--- src/rtl/run_ctrl_pkg.sv ---
// run_ctrl_pkg: run-control state encoding and divider period shared by design and bench.
package run_ctrl_pkg;

    typedef enum logic [1:0] {
        RESET_HOLD,
        HALT,
        RUN,
        STEP_WAIT
    } run_state_t;

    localparam int RUN_CTRL_DIV_PERIOD = 8;

endpackage

--- src/rtl/run_ctrl_rise_detect.sv ---
// rise_detect: registered rising-edge detector turning the divider level into a one-cycle tick.
module rise_detect (
    input  logic clk,
    input  logic reset,
    input  logic din,
    output logic tick
);

    logic din_q, din_d;

    always_comb din_d = din;

    always_ff @(posedge clk) begin
        if (reset) din_q <= 1'b0;
        else       din_q <= din_d;
    end

    assign tick = din & ~din_q;

endmodule

--- src/rtl/run_ctrl.sv ---
// run_ctrl: turns divider ticks into CPU step pulses with reset hold, run/halt/step control.
// Optional breakpoint halting is enabled by defining RUN_CTRL_BREAKPOINT_EN.
module run_ctrl
    import run_ctrl_pkg::*;
#(
    parameter int RESET_TICKS = 2,
    parameter bit AUTO_RUN    = 1'b1,
    parameter int CNT_W       = 32
) (
    input  logic             clk,
    input  logic             reset,
    input  logic             clk_enable,
    input  logic             run_req,
    input  logic             step_req,
    input  logic             halt_req,
    input  logic [31:0]      pc,
    input  logic [31:0]      bp_addr,
    input  logic             bp_valid,
    output logic             cpu_step,
    output logic             cpu_rst,
    output logic             running,
    output logic             halted,
    output logic [CNT_W-1:0] step_count,
    output logic             bp_hit
);

    localparam int TW = $clog2(RESET_TICKS + 1);

    logic             tick, bp_match;
    run_state_t       state_q, state_d;
    logic [TW-1:0]    tcnt_q, tcnt_d;
    logic             step_q, step_d, rst_q, rst_d;
    logic             running_q, running_d, halted_q, halted_d;
    logic [CNT_W-1:0] count_q, count_d;
    logic             bp_hit_q, bp_hit_d, skip_q, skip_d;

    rise_detect u_rise (
        .clk  (clk),
        .reset(reset),
        .din  (clk_enable),
        .tick (tick)
    );

`ifdef RUN_CTRL_BREAKPOINT_EN
    // skip_q lets the core step off the breakpoint it just stopped on
    assign bp_match = bp_valid && (pc == bp_addr) && !skip_q;
    assign bp_hit   = bp_hit_q;
`else
    logic unused_bp;
    assign bp_match  = 1'b0;
    assign bp_hit    = 1'b0;
    assign unused_bp = ^{pc, bp_addr, bp_valid, bp_hit_q, skip_q};
`endif

    always_comb begin
        state_d  = state_q;
        tcnt_d   = tcnt_q;
        step_d   = 1'b0;
        bp_hit_d = bp_hit_q;
        skip_d   = skip_q;
        case (state_q)
            RESET_HOLD: if (tick) begin
                tcnt_d = tcnt_q + 1'b1;
                if (tcnt_q == TW'(RESET_TICKS - 1)) state_d = AUTO_RUN ? RUN : HALT;
            end
            HALT: if (!halt_req && (step_req || run_req)) begin
                state_d  = step_req ? STEP_WAIT : RUN;
                bp_hit_d = 1'b0;
                skip_d   = 1'b1;
            end
            RUN: if (halt_req) state_d = HALT;
            else if (tick && bp_match) begin
                state_d  = HALT;
                bp_hit_d = 1'b1;
            end else if (tick) begin
                step_d = 1'b1;
                skip_d = 1'b0;
            end
            STEP_WAIT: if (halt_req) state_d = HALT;
            else if (tick) begin
                step_d  = 1'b1;
                skip_d  = 1'b0;
                state_d = HALT;
            end
            default: state_d = RESET_HOLD;
        endcase
        count_d   = count_q + CNT_W'(step_d);
        rst_d     = state_d == RESET_HOLD;
        running_d = state_d == RUN;
        halted_d  = state_d == HALT;
    end

    always_ff @(posedge clk) begin
        if (reset) begin
            state_q   <= RESET_HOLD;
            tcnt_q    <= '0;
            step_q    <= 1'b0;
            rst_q     <= 1'b1;
            running_q <= 1'b0;
            halted_q  <= 1'b0;
            count_q   <= '0;
            bp_hit_q  <= 1'b0;
            skip_q    <= 1'b0;
        end else begin
            state_q   <= state_d;
            tcnt_q    <= tcnt_d;
            step_q    <= step_d;
            rst_q     <= rst_d;
            running_q <= running_d;
            halted_q  <= halted_d;
            count_q   <= count_d;
            bp_hit_q  <= bp_hit_d;
            skip_q    <= skip_d;
        end
    end

    assign cpu_step   = step_q;
    assign cpu_rst    = rst_q;
    assign running    = running_q;
    assign halted     = halted_q;
    assign step_count = count_q;

endmodule

--- config.mk ---
export PLATFORM = sky130hd
export DESIGN_NAME = run_ctrl
export DESIGN_NICKNAME = d
export VERILOG_FILES = /design/src/rtl/run_ctrl_pkg.sv /design/src/rtl/run_ctrl_rise_detect.sv /design/src/rtl/run_ctrl.sv
export SDC_FILE = /design/constraint.sdc
export NUM_CORES = 1
export LEC_CHECK = 0
export CAP_MARGIN = 20
export CORE_ASPECT_RATIO = 0.6
export CORE_MARGIN = 10
export CORE_UTILIZATION = 35
export CTS_CLUSTER_SIZE = 16
export DETAILED_ROUTE_END_ITERATION = 7
export HOLD_SLACK_MARGIN = 0.05
export PLACE_DENSITY = 0.77
export REMOVE_ABC_BUFFERS = 1
export SKIP_CTS_REPAIR_TIMING = 1
export SLEW_MARGIN = 20
export SYNTH_ARGS = -nofsm -noshare
export SYNTH_HDL_FRONTEND = slang
export SYNTH_SLANG_ARGS = --single-unit
--- constraint.sdc ---
create_clock -name clk -period 2.6 [get_ports clk]
set_input_delay 0.78 -clock clk [delete_from_list [all_inputs] [get_ports clk]]
set_output_delay 0.78 -clock clk [all_outputs]
set_load 0.05 [all_outputs]
==> run metrics, run 1 <==
TritonCTS Buffers 5; Final HPWL DP 3890 µm; GRT Max-Usage Layer met1; first-pass GRT wire length 8420 µm; launching element type of the critical path input pin; Synth Area in Compound Gates 0.145; Rows 20; placed cell count 339; 1st-iter DRT viols 109; Post-Synthesis Cells 223; slack of the critical path 0.0931 ns; gr ovfl total 0; # port buffers 41; H-tree levels 2; CTS tree done; worst skew pair latency 0.29 ns; CTS max path bufs 2; most frequent cells in the layout dfxtp_1 (41), clkdlybuf4s50_1 (39), a21oi_1 (21), buf_4 (21), nor2_1 (17); Clock transition at path regs 0.07 ns; Fmax 399 MHz; Slew Viols, Final 0; fraction of the mapped netlist area in simple logic gates 0.304; vias per cell 5.43; register area share after synthesis 0.423; largest family of logic cells by synthesized area simple AND/OR/NAND/NOR gates; sw frac 0.231; met2 usage 0.152; Post-synth ARST share 0; Total Die Area 9020 µm²; register bit total from synthesis 41; Post-Syn Area 1940 µm²; routed vias 1896; Post-Layout Cell Count 349; Seq pwr share 0.573; max cap viols 0; mux cell area share after synthesis 0.0174; CP Max Fanout 4; Tot GR Track Use 0.112; Required @ worst endpoint 2.82 ns; Pleak 0.919 nW; clock root buffer clkbuf_8; Die Ht 77.7 µm; adder-cell share of the synthesized area 0.0258; ANT cells 0; final setup fails 0; gpl congestion 0.863; HP Class reg2reg; Post-synth EDFFs 0; kind of critical path in2reg; clock skew 0.00624 ns; area delta synth->final 39.6%; Final Hold Viols 0; nets 357; layout cell share with drive strength beyond 1 0.170; met1 global-route usage 0.157; Mapped Avg Cell Area 8.70 µm²; max_slew headroom 0.515; CP arrival 2.73 ns; Core ar. 5200 µm²; Primary FF master, synth dfxtp_1; largest net degree at the start of global routing 26; DR pass1 iterations 4; final period utilization 0.964; Initial Utilization 0.373; met3 usage 0.0538; Worst Tran Pin Value 0.727 ns; DR WL/cell 15.0 µm; yosys warns 0; Worst VDD drop 0.208 mV; commonest non-fill, non-tap cell in the layout dfxtp_1; Residual DRC 0; DIE WIDTH 116 µm; Post-Synth XOR/XNOR Area 0.0406; Netlist cell types 38; ANT nets after route 0; io pins 108; pwr dens 414 nW/µm²; initial antenna violation count 0; crit end category flip-flop; clock power share 0.356; status completed; unrepaired setup endpoints after global routing no; cell internal pwr 0.000862 W; Clock Sink Count 41; vias in the first global route 1682; post-place setup slack -0.772 ns; switching power 0.000259 W; Final min period 2.51 ns; Combinational Power Share 0.071; WL final 5250 µm
## layout make-up
class                      count  area [µm²]
inverter                       8        30.0
clock buffer                   8        80.1
tap                           66        82.6
multi-input combinational    164        1120
timing repair buffer          62         573
sequential                    41         821
fill                         495        2500
## stage by stage
stage	utilization	total power, W	hold slack [ns]	area [µm²]	TNS, ns
global route	0.520	0.00116	0.524	2710	0
finish	0.520	0.00112	0.505	2710	0
detailed placement	0.485	0.000733	0.495	2520	-11.01
global placement	0.485	0.000731	0.474	2520	-9.87
CTS	0.500	0.00113	0.506	2610	-4.54
floorplan	-	0.000697	0.473	1890	-0.707
## final timing paths
path                   start        endpoint  slack (ns)  depth (start not counted)
setup / recovery    halt_req  step_count[19]        0.09                         10
hold / removal     tcnt_q[1]       tcnt_q[1]        0.51                          2
setup reg to reg  state_q[1]  step_count[19]        0.34                          9
hold reg to reg    tcnt_q[1]       tcnt_q[1]        0.51                          2
## cells by family (layout without fill, tap and decap cells)
group           Yosys count  after routing
fa+ha+maj                 4              4
buf+inv                  18             78
mux                       3              3
other cells               1              1
xor+xnor                  9              9
flops                    41             41
compound gates           46             46
simple gates            101            101
## flip-flops by register name, indices dropped and copies added, names as in the netlist
| register | flops |
|---|---|
| cpu_rst | 1 |
| cpu_step | 1 |
| halted | 1 |
| running | 1 |
| state_q | 2 |
| step_count | 32 |
| tcnt_q | 2 |
| u_rise.din_q | 1 |
## Yosys cell counts, types with 3 or more instances
cell      count  area [µm²]
dfxtp_1      41         821
or4_1        15         113
nand3_1      13        65.1
nor2_1       17        63.8
o21ai_0       7        35.0
nand4_1       7        43.8
clkbuf_1      5        18.8
and2_1        3        18.8
mux2_2        3        33.8
o31ai_1      10        75.1
nor4_1        5        31.3
or3_1         7        43.8
inv_1         8        30.0
nor3_1        4        20.0
ha_1          4        50.1
nand2_1      11        41.3
nor2b_1       7        43.8
a21oi_1      21         105
and3_1        5        31.3
xnor2_1       7        61.3
## metal layers
layer,vias up,wire (µm)
met4,0,0
met3,0,543
met2,54,1990
met5,-,0
li1,952,-
met1,890,2710
## worst max-delay path, stage by stage
cell            delay, ns
dlymetal6s2s_1       0.14
nor2b_2              0.13
and2_4               0.17
ha_4                 0.15
buf_4                0.11
nand3_2              0.09
or4_4                0.46
buf_4                0.17
or4_1                0.39
a21oi_1              0.14
## power by group through the flow
stage / sequential, W / combinational, W / clock (W)
global placement: 0.000656 / 0.0000751 / 0
finish: 0.000642 / 0.0000791 / 0.000399
floorplan: 0.000668 / 0.0000290 / 0
global route: 0.000643 / 0.0000885 / 0.000433
detailed placement: 0.000656 / 0.0000765 / 0
CTS: 0.000642 / 0.0000771 / 0.000413
(Power assumes the default switching activity.)
==> run 2, diff against run 1 <==
--- a/config.mk
+++ b/config.mk
@@ -11,6 +11,7 @@
 export CORE_UTILIZATION = 35
 export CTS_CLUSTER_SIZE = 16
 export DETAILED_ROUTE_END_ITERATION = 7
+export GPL_TIMING_DRIVEN = 0
 export HOLD_SLACK_MARGIN = 0.05
 export PLACE_DENSITY = 0.77
 export REMOVE_ABC_BUFFERS = 1
==> run 2 against run 1 <==
Non-clock buffer count shrank 16. Register-to-register slack worse by 0.10 ns. Worst hold slack gained 0.0033 ns. Sequential cell count unchanged. Clock-buffer cell count is 1 lower. Global-route usage is 0.20 points higher. Sequential power about the same. Critical path depth unchanged. Combinational power shrank 5.6%. Critical path type unchanged.
==> run metrics, run 2 (same netlist as run 1, synthesis figures left out) <==
status completed (unchanged); max reg flops 32 (unchanged); Final HPWL DP 3660 µm (was 3890 µm); Rows 20 (unchanged); Required @ worst endpoint 2.83 ns (was 2.82 ns); ANT nets after route 0 (unchanged); kind of critical path in2reg (unchanged); Clock transition at path regs 0.08 ns (was 0.07 ns); worst skew pair latency 0.30 ns (was 0.29 ns); H-tree levels 2 (unchanged); DR pass1 iterations 4 (unchanged); CP Max Fanout 5 (was 4); clock skew 0.00545 ns (was 0.00624 ns); DIE WIDTH 116 µm (unchanged); pwr dens 438 nW/µm² (was 414 nW/µm²); crit-path cells buf_2, nor2b_4, and2_4, ha_4, ha_4, nand4_1, or4_4, buf_6, or3_1, a21oi_1 (was dlymetal6s2s_1, nor2b_2, and2_4, ha_4, buf_4, nand3_2, or4_4, buf_4, or4_1, a21oi_1); largest net degree at the start of global routing 43 (was 26); CP arrival 2.77 ns (was 2.73 ns); Final min period 2.54 ns (was 2.51 ns); final period utilization 0.977 (was 0.964); Residual DRC 0 (unchanged); Slew Viols, Final 0 (unchanged); Core ar. 5200 µm² (unchanged); initial antenna violation count 0 (unchanged); commonest non-fill, non-tap cell in the layout dfxtp_1 (unchanged); Worst VDD drop 0.249 mV (was 0.208 mV); DR WL/cell 15.6 µm (was 15.0 µm); layout cell share with drive strength beyond 1 0.143 (was 0.170); slack of the critical path 0.0593 ns (was 0.0931 ns); TritonCTS Buffers 5 (unchanged); gr ovfl total 0 (unchanged); vias per cell 5.46 (was 5.43); max_slew headroom 0.501 (was 0.515); slowest CP cell or4_4 (unchanged); CTS max path bufs 2 (unchanged); Final Hold Viols 0 (unchanged); # port buffers 41 (unchanged); total power 0.00114 W (was 0.00112 W); nets 341 (was 357); Pleak 0.850 nW (was 0.919 nW); Initial Utilization 0.373 (unchanged); first-pass GRT wire length 8190 µm (was 8420 µm); Total Die Area 9020 µm² (unchanged); most frequent cells in the layout dfxtp_1 (41), clkdlybuf4s50_1 (38), a21oi_1 (20) (was dfxtp_1 (41), clkdlybuf4s50_1 (39), a21oi_1 (21), buf_4 (21), nor2_1 (17)); Tot GR Track Use 0.114 (was 0.112); Fin Hold WS 0.508 ns (was 0.505 ns); Worst Tran Pin Value 0.749 ns (was 0.727 ns); Die Ht 77.7 µm (unchanged); crit end category flip-flop (unchanged); ANT cells 0 (unchanged); area delta synth->final 34.3% (was 39.6%); multi-input logic area 1140 µm² (was 1120 µm²); launching element type of the critical path input pin (unchanged); final core occ 0.501 (was 0.520); WL final 5180 µm (was 5250 µm); io pins 108 (unchanged); CTS tree done (unchanged); slowest stage delay, CP 0.56 ns (was 0.46 ns); most used cell, CP ha_4 (was buf_4); Fill cells 501 (was 495); clock root buffer clkbuf_8 (unchanged); 1st-iter DRT viols 142 (was 109); post-place setup slack -1.08 ns (was -0.772 ns); unrepaired setup endpoints after global routing yes (was no); Clock Sink Count 41 (unchanged); final setup fails 0 (unchanged); TNS Setup 0 ns (unchanged); Fmax 394 MHz (was 399 MHz); gpl congestion 0.865 (was 0.863); max cap viols 0 (unchanged); register area 821 µm² (unchanged); vias in the first global route 1668 (was 1682); routed vias 1814 (was 1896); HP Class reg2reg (unchanged)
## run 2: stage by stage
| step | instances | area (µm²) |
|---|---|---|
| 5_1_grt | 332 | 2610 |
| 4_1_cts | 327 | 2460 |
| 3_5_place_dp | 320 | 2380 |
| 2_1_floorplan | 213 | 1890 |
| 3_3_place_gp | 320 | 2380 |
| 6_report | 332 | 2610 |
## run 2: where the power goes
group	internal [W]	leakage, nW	switching, W
clock network	0.000211	0.0443	0.000213
logic	0.0000299	0.474	0.0000448
registers	0.000637	0.331	0.00000541
total	0.000878	0.850	0.000264
## run 2: layout make-up
type	count	share of cell area
Sequential cell	41	0.315
Inverter	8	0.0115
Timing Repair Buffer	46	0.170
Clock buffer	7	0.0331
Tap cell	66	0.0317
Multi-Input combinational cell	164	0.439
## run 2: metal layers
metal  global-route usage  vias up  routed length (µm)
li1                     -      914                   -
met1                0.154      832                2530
met2                0.145       59                1990
met3               0.0522        9                 553
met4               0.0572        0                 106
met5                    0        -                   0
## run 2: path summary, 6_finish.rpt
path / start / end / slack, ns / depth (start not counted)
worst min register to register: step_count[29] / step_count[29] / 0.51 / 2
worst min-delay path: step_count[29] / step_count[29] / 0.51 / 2
worst max-delay path: halt_req / step_count[24] / 0.06 / 10
worst max register to register: state_q[1] / step_count[24] / 0.24 / 9
## run 2: worst max-delay path, delay by kind of cell
kind                     cells  cell delay, ns
adder cells (fa/ha/maj)      2            0.31
buffers and inverters        2            0.27
AO/OA/AOI/OAI                1            0.13
AND/OR/NAND/NOR              5            1.28
